**src/rtl/mul_req_arbiter_if.sv**
```systemverilog
// Bundle of handshake and datapath signals around mul_req_arbiter.
//   slave  : the arbiter's view (takes requests, drives the multiplier and responses)
//   master : the environment's view (requesters, multiplier, response consumer)
// Signals
//   req0_valid/req0_a/req0_b/req0_ready : requester 0 valid/ready request channel
//   req1_valid/req1_a/req1_b/req1_ready : requester 1 valid/ready request channel
//   mul_start/mul_a/mul_b/mul_clr       : command side of the sequential multiplier
//   mul_done/mul_p                      : completion pulse and product from the multiplier
//   rsp_valid/rsp_id/rsp_data/rsp_err/rsp_ready : valid/ready response channel
interface mul_req_arbiter_if #(
    parameter int WIDTH = 8
);
    logic                      req0_valid;
    logic signed [WIDTH-1:0]   req0_a;
    logic signed [WIDTH-1:0]   req0_b;
    logic                      req0_ready;

    logic                      req1_valid;
    logic signed [WIDTH-1:0]   req1_a;
    logic signed [WIDTH-1:0]   req1_b;
    logic                      req1_ready;

    logic                      mul_start;
    logic signed [WIDTH-1:0]   mul_a;
    logic signed [WIDTH-1:0]   mul_b;
    logic                      mul_clr;
    logic                      mul_done;
    logic [2*WIDTH-1:0]        mul_p;

    logic                      rsp_valid;
    logic                      rsp_id;
    logic [2*WIDTH-1:0]        rsp_data;
    logic                      rsp_err;
    logic                      rsp_ready;

    modport slave (
        input  req0_valid, req0_a, req0_b,
        output req0_ready,
        input  req1_valid, req1_a, req1_b,
        output req1_ready,
        output mul_start, mul_a, mul_b, mul_clr,
        input  mul_done, mul_p,
        output rsp_valid, rsp_id, rsp_data, rsp_err,
        input  rsp_ready
    );

    modport master (
        output req0_valid, req0_a, req0_b,
        input  req0_ready,
        output req1_valid, req1_a, req1_b,
        input  req1_ready,
        input  mul_start, mul_a, mul_b, mul_clr,
        output mul_done, mul_p,
        input  rsp_valid, rsp_id, rsp_data, rsp_err,
        output rsp_ready
    );
endinterface

```
**src/rtl/mul_req_arbiter.sv**
```systemverilog
// Shares one sequential multiplier between two requesters with round-robin
// arbitration and a single operation in flight. A watchdog bounds the wait for
// mul_done; on expiry an error response is returned and mul_clr is pulsed.
// Ports
//   clk : rising-edge clock
//   rst : asynchronous, active-high reset
//   bus : mul_req_arbiter_if.slave (request channels, multiplier command and
//         completion, response channel). All outputs are registered except
//         req0_ready/req1_ready, which are combinational grants in IDLE.
module mul_req_arbiter #(
    parameter int WIDTH   = 8,
    parameter int TIMEOUT = 31,
    parameter int CNT_W   = 5
) (
    input logic               clk,
    input logic               rst,
    mul_req_arbiter_if.slave  bus
);

    typedef enum logic [1:0] {
        S_IDLE  = 2'd0,
        S_ISSUE = 2'd1,
        S_WAIT  = 2'd2,
        S_RESP  = 2'd3
    } state_t;

    // Last watchdog value before the timeout fires (TIMEOUT cycles in WAIT).
    localparam logic [CNT_W-1:0] WD_LAST = CNT_W'(TIMEOUT - 1);

    state_t                  state_q, state_d;
    logic                    rr_q, rr_d;
    logic                    id_q, id_d;
    logic signed [WIDTH-1:0] a_q, a_d;
    logic signed [WIDTH-1:0] b_q, b_d;
    logic                    start_q, start_d;
    logic                    clr_q, clr_d;
    logic [CNT_W-1:0]        wd_q, wd_d;
    logic                    rsp_valid_q, rsp_valid_d;
    logic                    rsp_err_q, rsp_err_d;
    logic [2*WIDTH-1:0]      rsp_data_q, rsp_data_d;
    logic                    gnt0, gnt1;

    always_ff @(posedge clk or posedge rst) begin
        if (rst) begin
            state_q     <= S_IDLE;
            rr_q        <= 1'b0;
            id_q        <= 1'b0;
            a_q         <= '0;
            b_q         <= '0;
            start_q     <= 1'b0;
            clr_q       <= 1'b0;
            wd_q        <= '0;
            rsp_valid_q <= 1'b0;
            rsp_err_q   <= 1'b0;
            rsp_data_q  <= '0;
        end else begin
            state_q     <= state_d;
            rr_q        <= rr_d;
            id_q        <= id_d;
            a_q         <= a_d;
            b_q         <= b_d;
            start_q     <= start_d;
            clr_q       <= clr_d;
            wd_q        <= wd_d;
            rsp_valid_q <= rsp_valid_d;
            rsp_err_q   <= rsp_err_d;
            rsp_data_q  <= rsp_data_d;
        end
    end

    always_comb begin
        state_d     = state_q;
        rr_d        = rr_q;
        id_d        = id_q;
        a_d         = a_q;
        b_d         = b_q;
        start_d     = 1'b0;
        clr_d       = 1'b0;
        wd_d        = wd_q;
        rsp_valid_d = rsp_valid_q;
        rsp_err_d   = rsp_err_q;
        rsp_data_d  = rsp_data_q;
        gnt0        = 1'b0;
        gnt1        = 1'b0;

        case (state_q)
            S_IDLE: begin
                // A lone requester always wins; on contention rr_q picks.
                gnt1 = bus.req1_valid && (!bus.req0_valid || rr_q);
                gnt0 = bus.req0_valid && !gnt1;
                if (gnt0 || gnt1) begin
                    id_d    = gnt1;
                    a_d     = gnt1 ? bus.req1_a : bus.req0_a;
                    b_d     = gnt1 ? bus.req1_b : bus.req0_b;
                    rr_d    = !gnt1;
                    start_d = 1'b1;
                    state_d = S_ISSUE;
                end
            end
            S_ISSUE: begin
                wd_d    = '0;
                state_d = S_WAIT;
            end
            S_WAIT: begin
                // Completion is checked first so it wins over a same-cycle timeout.
                if (bus.mul_done) begin
                    rsp_data_d  = bus.mul_p;
                    rsp_err_d   = 1'b0;
                    rsp_valid_d = 1'b1;
                    state_d     = S_RESP;
                end else if (wd_q == WD_LAST) begin
                    rsp_data_d  = '0;
                    rsp_err_d   = 1'b1;
                    rsp_valid_d = 1'b1;
                    clr_d       = 1'b1;
                    state_d     = S_RESP;
                end else begin
                    wd_d = wd_q + 1'b1;
                end
            end
            S_RESP: begin
                if (bus.rsp_ready) begin
                    rsp_valid_d = 1'b0;
                    state_d     = S_IDLE;
                end
            end
            default: state_d = S_IDLE;
        endcase
    end

    assign bus.req0_ready = gnt0;
    assign bus.req1_ready = gnt1;
    assign bus.mul_start  = start_q;
    assign bus.mul_a      = a_q;
    assign bus.mul_b      = b_q;
    assign bus.mul_clr    = clr_q;
    assign bus.rsp_valid  = rsp_valid_q;
    assign bus.rsp_id     = id_q;
    assign bus.rsp_data   = rsp_data_q;
    assign bus.rsp_err    = rsp_err_q;

endmodule
```
**src/flat_wrapper.sv**
```systemverilog
// flat-port wrapper written by rule: the top's interface ports become plain ports
module mul_req_arbiter_flat 
#(
    parameter int WIDTH   = 8,
    parameter int TIMEOUT = 31,
    parameter int CNT_W   = 5
)
  (clk, rst, bus_req0_valid, bus_req0_a, bus_req0_b, bus_req0_ready, bus_req1_valid, bus_req1_a, bus_req1_b, bus_req1_ready, bus_mul_start, bus_mul_a, bus_mul_b, bus_mul_clr, bus_mul_done, bus_mul_p, bus_rsp_valid, bus_rsp_id, bus_rsp_data, bus_rsp_err, bus_rsp_ready);
  mul_req_arbiter_if #(.WIDTH(WIDTH)) bus_i ();
  input logic clk;
  input logic rst;
  input wire logic [$bits(bus_i.req0_valid)-1:0] bus_req0_valid;
  input wire logic [$bits(bus_i.req0_a)-1:0] bus_req0_a;
  input wire logic [$bits(bus_i.req0_b)-1:0] bus_req0_b;
  output wire logic [$bits(bus_i.req0_ready)-1:0] bus_req0_ready;
  input wire logic [$bits(bus_i.req1_valid)-1:0] bus_req1_valid;
  input wire logic [$bits(bus_i.req1_a)-1:0] bus_req1_a;
  input wire logic [$bits(bus_i.req1_b)-1:0] bus_req1_b;
  output wire logic [$bits(bus_i.req1_ready)-1:0] bus_req1_ready;
  output wire logic [$bits(bus_i.mul_start)-1:0] bus_mul_start;
  output wire logic [$bits(bus_i.mul_a)-1:0] bus_mul_a;
  output wire logic [$bits(bus_i.mul_b)-1:0] bus_mul_b;
  output wire logic [$bits(bus_i.mul_clr)-1:0] bus_mul_clr;
  input wire logic [$bits(bus_i.mul_done)-1:0] bus_mul_done;
  input wire logic [$bits(bus_i.mul_p)-1:0] bus_mul_p;
  output wire logic [$bits(bus_i.rsp_valid)-1:0] bus_rsp_valid;
  output wire logic [$bits(bus_i.rsp_id)-1:0] bus_rsp_id;
  output wire logic [$bits(bus_i.rsp_data)-1:0] bus_rsp_data;
  output wire logic [$bits(bus_i.rsp_err)-1:0] bus_rsp_err;
  input wire logic [$bits(bus_i.rsp_ready)-1:0] bus_rsp_ready;
  assign bus_i.req0_valid = bus_req0_valid;
  assign bus_i.req0_a = bus_req0_a;
  assign bus_i.req0_b = bus_req0_b;
  assign bus_req0_ready = bus_i.req0_ready;
  assign bus_i.req1_valid = bus_req1_valid;
  assign bus_i.req1_a = bus_req1_a;
  assign bus_i.req1_b = bus_req1_b;
  assign bus_req1_ready = bus_i.req1_ready;
  assign bus_mul_start = bus_i.mul_start;
  assign bus_mul_a = bus_i.mul_a;
  assign bus_mul_b = bus_i.mul_b;
  assign bus_mul_clr = bus_i.mul_clr;
  assign bus_i.mul_done = bus_mul_done;
  assign bus_i.mul_p = bus_mul_p;
  assign bus_rsp_valid = bus_i.rsp_valid;
  assign bus_rsp_id = bus_i.rsp_id;
  assign bus_rsp_data = bus_i.rsp_data;
  assign bus_rsp_err = bus_i.rsp_err;
  assign bus_i.rsp_ready = bus_rsp_ready;
  mul_req_arbiter #(.WIDTH(WIDTH), .TIMEOUT(TIMEOUT), .CNT_W(CNT_W)) u_core (.clk(clk), .rst(rst), .bus(bus_i));
endmodule
```
**config.mk**
```make
export PLATFORM = sky130hd
export DESIGN_NAME = mul_req_arbiter_flat
export DESIGN_NICKNAME = d
export VERILOG_FILES = /design/src/rtl/mul_req_arbiter_if.sv /design/src/rtl/mul_req_arbiter.sv /design/src/flat_wrapper.sv
export SDC_FILE = /design/constraint.sdc
export NUM_CORES = 1
export LEC_CHECK = 0
export CAP_MARGIN = 20
export CORE_UTILIZATION = 44
export DETAILED_ROUTE_END_ITERATION = 8
export HOLD_SLACK_MARGIN = 0.15
export PLACE_DENSITY = 0.84
export RECOVER_POWER = 25
export SLEW_MARGIN = 20
export SYNTH_ARGS = -nofsm -noshare
export SYNTH_HDL_FRONTEND = slang
export SYNTH_SLANG_ARGS = --single-unit
export TNS_END_PERCENT = 5
```
**constraint.sdc**
```tcl
create_clock -name clk -period 2.7 [get_ports clk]
set_input_delay 0.54 -clock clk [delete_from_list [all_inputs] [get_ports clk]]
set_output_delay 0.54 -clock clk [all_outputs]
set_load 0.02 [all_outputs]
```
==> reports/summary.txt <==
RSZ-0062 raised after global routing: false
nets: 347
initial drt markers: 97
vias in the first global route: 1735
Syn Nets: 254
initial antenna violation count: 0
via count of the routed design: 1811
R2R depth: 5
GP Congestion: 0.890
arrival time worst endpoint: 2.04 ns
Initial Utilization: 46.4%
top_reg_cell synth: dfrtp_1
final worst-path cycle share: 95.6%
I/O pin cnt: 93
Final setup viols: 0
Worst-Skew Late Latency: 0.29 ns
largest net degree at the start of global routing: 46
reg2reg setup slack: 0.79 ns
clk sinks: 45
# diodes: 0
die area: 4930 µm²
origin of the critical flop-to-flop path: u_core.state_q[0]$_DFFE_PP0P_
Async S/R FF share, synth: 100%
Worst Setup EP: bus_req0_ready
EDFF count, synth: 0
critical path startpoint: bus_req0_valid
Yosys reg bits: 45
core area: 4410 µm²
Layout Skew: 0.00456 ns
first-pass GRT wire length: 8230 µm
# hold bufs at CTS: 0
Worst Setup End Kind: output pin
Final Hold Viols: 0
first-pass iteration count of the detailed router: 4
P&R area growth vs syn: 53.1%
count of different cell masters after synthesis: 35
max incr delay on CP: 0.63 ns
Top cell by count, worst path: clkdlybuf4s50_1
count leader, synth: dfrtp_1
root buf cell: clkbuf_8
Hold/Removal Path Class: register to register
die height: 70.2 µm
Slew Viols, Final: 0
worst path required time: 2.16 ns
DR vias/cell: 5.34
antenna-violating nets left: 0
Worst VDD drop: 0.678 mV
# resized after CTS: 0
Layout fillers: 333
Buf+Inv Stages, Crit Path: 2
Worst path depth: 4
Max-slew headroom: 27.6%
fraction of layout instances using a drive strength above 1: 5.23%
slowest CP cell: clkdlybuf4s50_1
Synth area leader: dfrtp_1
status: finished, final reports clean
Power Density: 1060 nW/µm²
cells after synthesis: 193
CTS tree: done
gr usage total: 21.2%
CP Cell Sequence: clkdlybuf4s50_1 -> nand2_1 -> a21oi_1 -> clkdlybuf4s50_1
total congestion overflow: 0
Design Area, Final: 3140 µm²
Setup Buffers After CTS: 0
Synth Area per Inst: 10.6 µm²
top cell family by delay on the critical path: buffers and inverters
CP Launch Type: input pin
Synth area leaders: dfrtp_1 (55%), a22o_1 (6.8%), a31oi_1 (4.9%), ha_1 (4.3%), o21ai_0 (4.2%)
# port buffers: 92
setup TNS: 0 ns
worst-path maximum fanout: 6
capturing point of the worst reg2reg path: u_core.state_q[1]$_DFFE_PP0P_
die width: 70.2 µm
WL final: 4960 µm
register area share after synthesis: 55.0%
H-tree levels: 2
dpl hpwl: 3600 µm
TritonCTS Buffers: 5
worst-margin pin slew: 1.09 ns
DP Area: 3020 µm²
synthesized area: 2050 µm²
Worst Setup Path Type: input pin to output pin
Max Fclk: 387 MHz
DR WL/cell: 14.6 µm
CTS max path bufs: 2
Leakage: 1.36 nW
Core Rows: 24
Synth top area share: 55.0%
Synth Warn #: 0
minimum clock period: 2.58 ns
Max-Cap Viols: 0
clk slew on worst S/H paths: 0.08 ns
Util after Layout: 71.1%
Commonest cells post-synth: dfrtp_1 (45), nor2_1 (17), o21ai_0 (17), a22o_1 (16), a31oi_1 (16)
number of remaining DRC errors: 0
==> how the worst min path moves through the flow <==
stage                                          endpoint                           startpoint  depth (start not counted)
floorplan                       u_core.rr_q$_DFFE_PP0P_              u_core.rr_q$_DFFE_PP0P_                          1
global placement          u_core.bus.rsp_id$_DFFE_PP0P_        u_core.bus.rsp_id$_DFFE_PP0P_                          1
detailed placement  u_core.bus.rsp_data[12]$_DFFE_PP0P_  u_core.bus.rsp_data[12]$_DFFE_PP0P_                          1
CTS                       u_core.bus.rsp_id$_DFFE_PP0P_        u_core.bus.rsp_id$_DFFE_PP0P_                          1
global route        u_core.bus.rsp_data[12]$_DFFE_PP0P_  u_core.bus.rsp_data[12]$_DFFE_PP0P_                          1
finish                    u_core.bus.rsp_id$_DFFE_PP0P_        u_core.bus.rsp_id$_DFFE_PP0P_                          1
==> registers in the layout (all words and copies together) (netlist names) <==
signal	cells
u_core.bus.rsp_data	16
u_core.bus.mul_a	8
u_core.bus.mul_b	8
u_core.wd_q	5
u_core.state_q	2
u_core.bus.mul_clr	1
u_core.bus.mul_start	1
u_core.bus.rsp_err	1
u_core.bus.rsp_id	1
u_core.bus.rsp_valid	1
u_core.rr_q	1
==> through the flow <==
step	hold slack, ns	power (mW)	setup WS (ns)	std cells
final	0.492	3.33	0.118	339
after global routing	0.521	3.54	0.00172	339
after CTS	0.499	3.37	0.122	339
after detailed placement	0.480	2.84	0.125	331
after global placement	0.468	2.79	0.146	331
after floorplan	0.478	2.08	0.953	193
==> area by class of cell <==
class / instances / area (µm²) / share of cell area, %
Clock buffer: 7 / 86.3 / 2.75
Clock inverter: 1 / 30.0 / 0.957
Inverter: 8 / 30.0 / 0.957
Multi-Input combinational cell: 128 / 836 / 26.6
Sequential cell: 45 / 1130 / 35.9
Tap cell: 52 / 65.1 / 2.07
Timing Repair Buffer: 98 / 963 / 30.7
==> metal layers <==
layer	vias to the layer above	global-route usage, %	wire length [µm]
li1	891	-	-
met1	840	27.5	2190
met2	74	34.5	2380
met3	6	5.05	324
met4	0	7.56	75
met5	-	0	0
==> report_power, final <==
part / switching [mW] / internal, mW / total, mW
Sequential: 0.175 / 0.967 / 1.14
Clock: 0.216 / 0.302 / 0.518
Combinational: 0.844 / 0.821 / 1.66
Total: 1.24 / 2.09 / 3.33
==> layout by cell type, fill, tap and decap left out, types with 3 or more instances in the layout <==
master	instances
clkdlybuf4s50_1	91
dfrtp_1	45
o21ai_0	17
nor2_1	17
a22o_1	16
a31oi_1	16
nand3_1	15
inv_1	7
ha_1	7
clkbuf_8	6
nand2_1	5
buf_4	5
a21oi_1	4
nand2b_1	3
and2_1	3
==> worst register-to-register path, delay by kind of cell (launching register included) <==
family / cells / cell delay [ns]
adders and majority gates: 1 / 0.33
muxes: 1 / 0.38
AOI/OAI and AO/OA: 1 / 0.40
and+or+nand+nor: 1 / 0.19
DFF: 1 / 0.39
buffers and inverters: 1 / 0.11
==> cells by family after synthesis <==
logic type      count (synthesis)  synth area share [%]
compound gates                 64                  21.6
buf+inv                        20                  4.22
simple gates                   54                  13.4
fa+ha+maj                       7                  4.28
flops                          45                  55.0
mux                             3                  1.53
No activity file was read; power rests on OpenSTA's default activity.
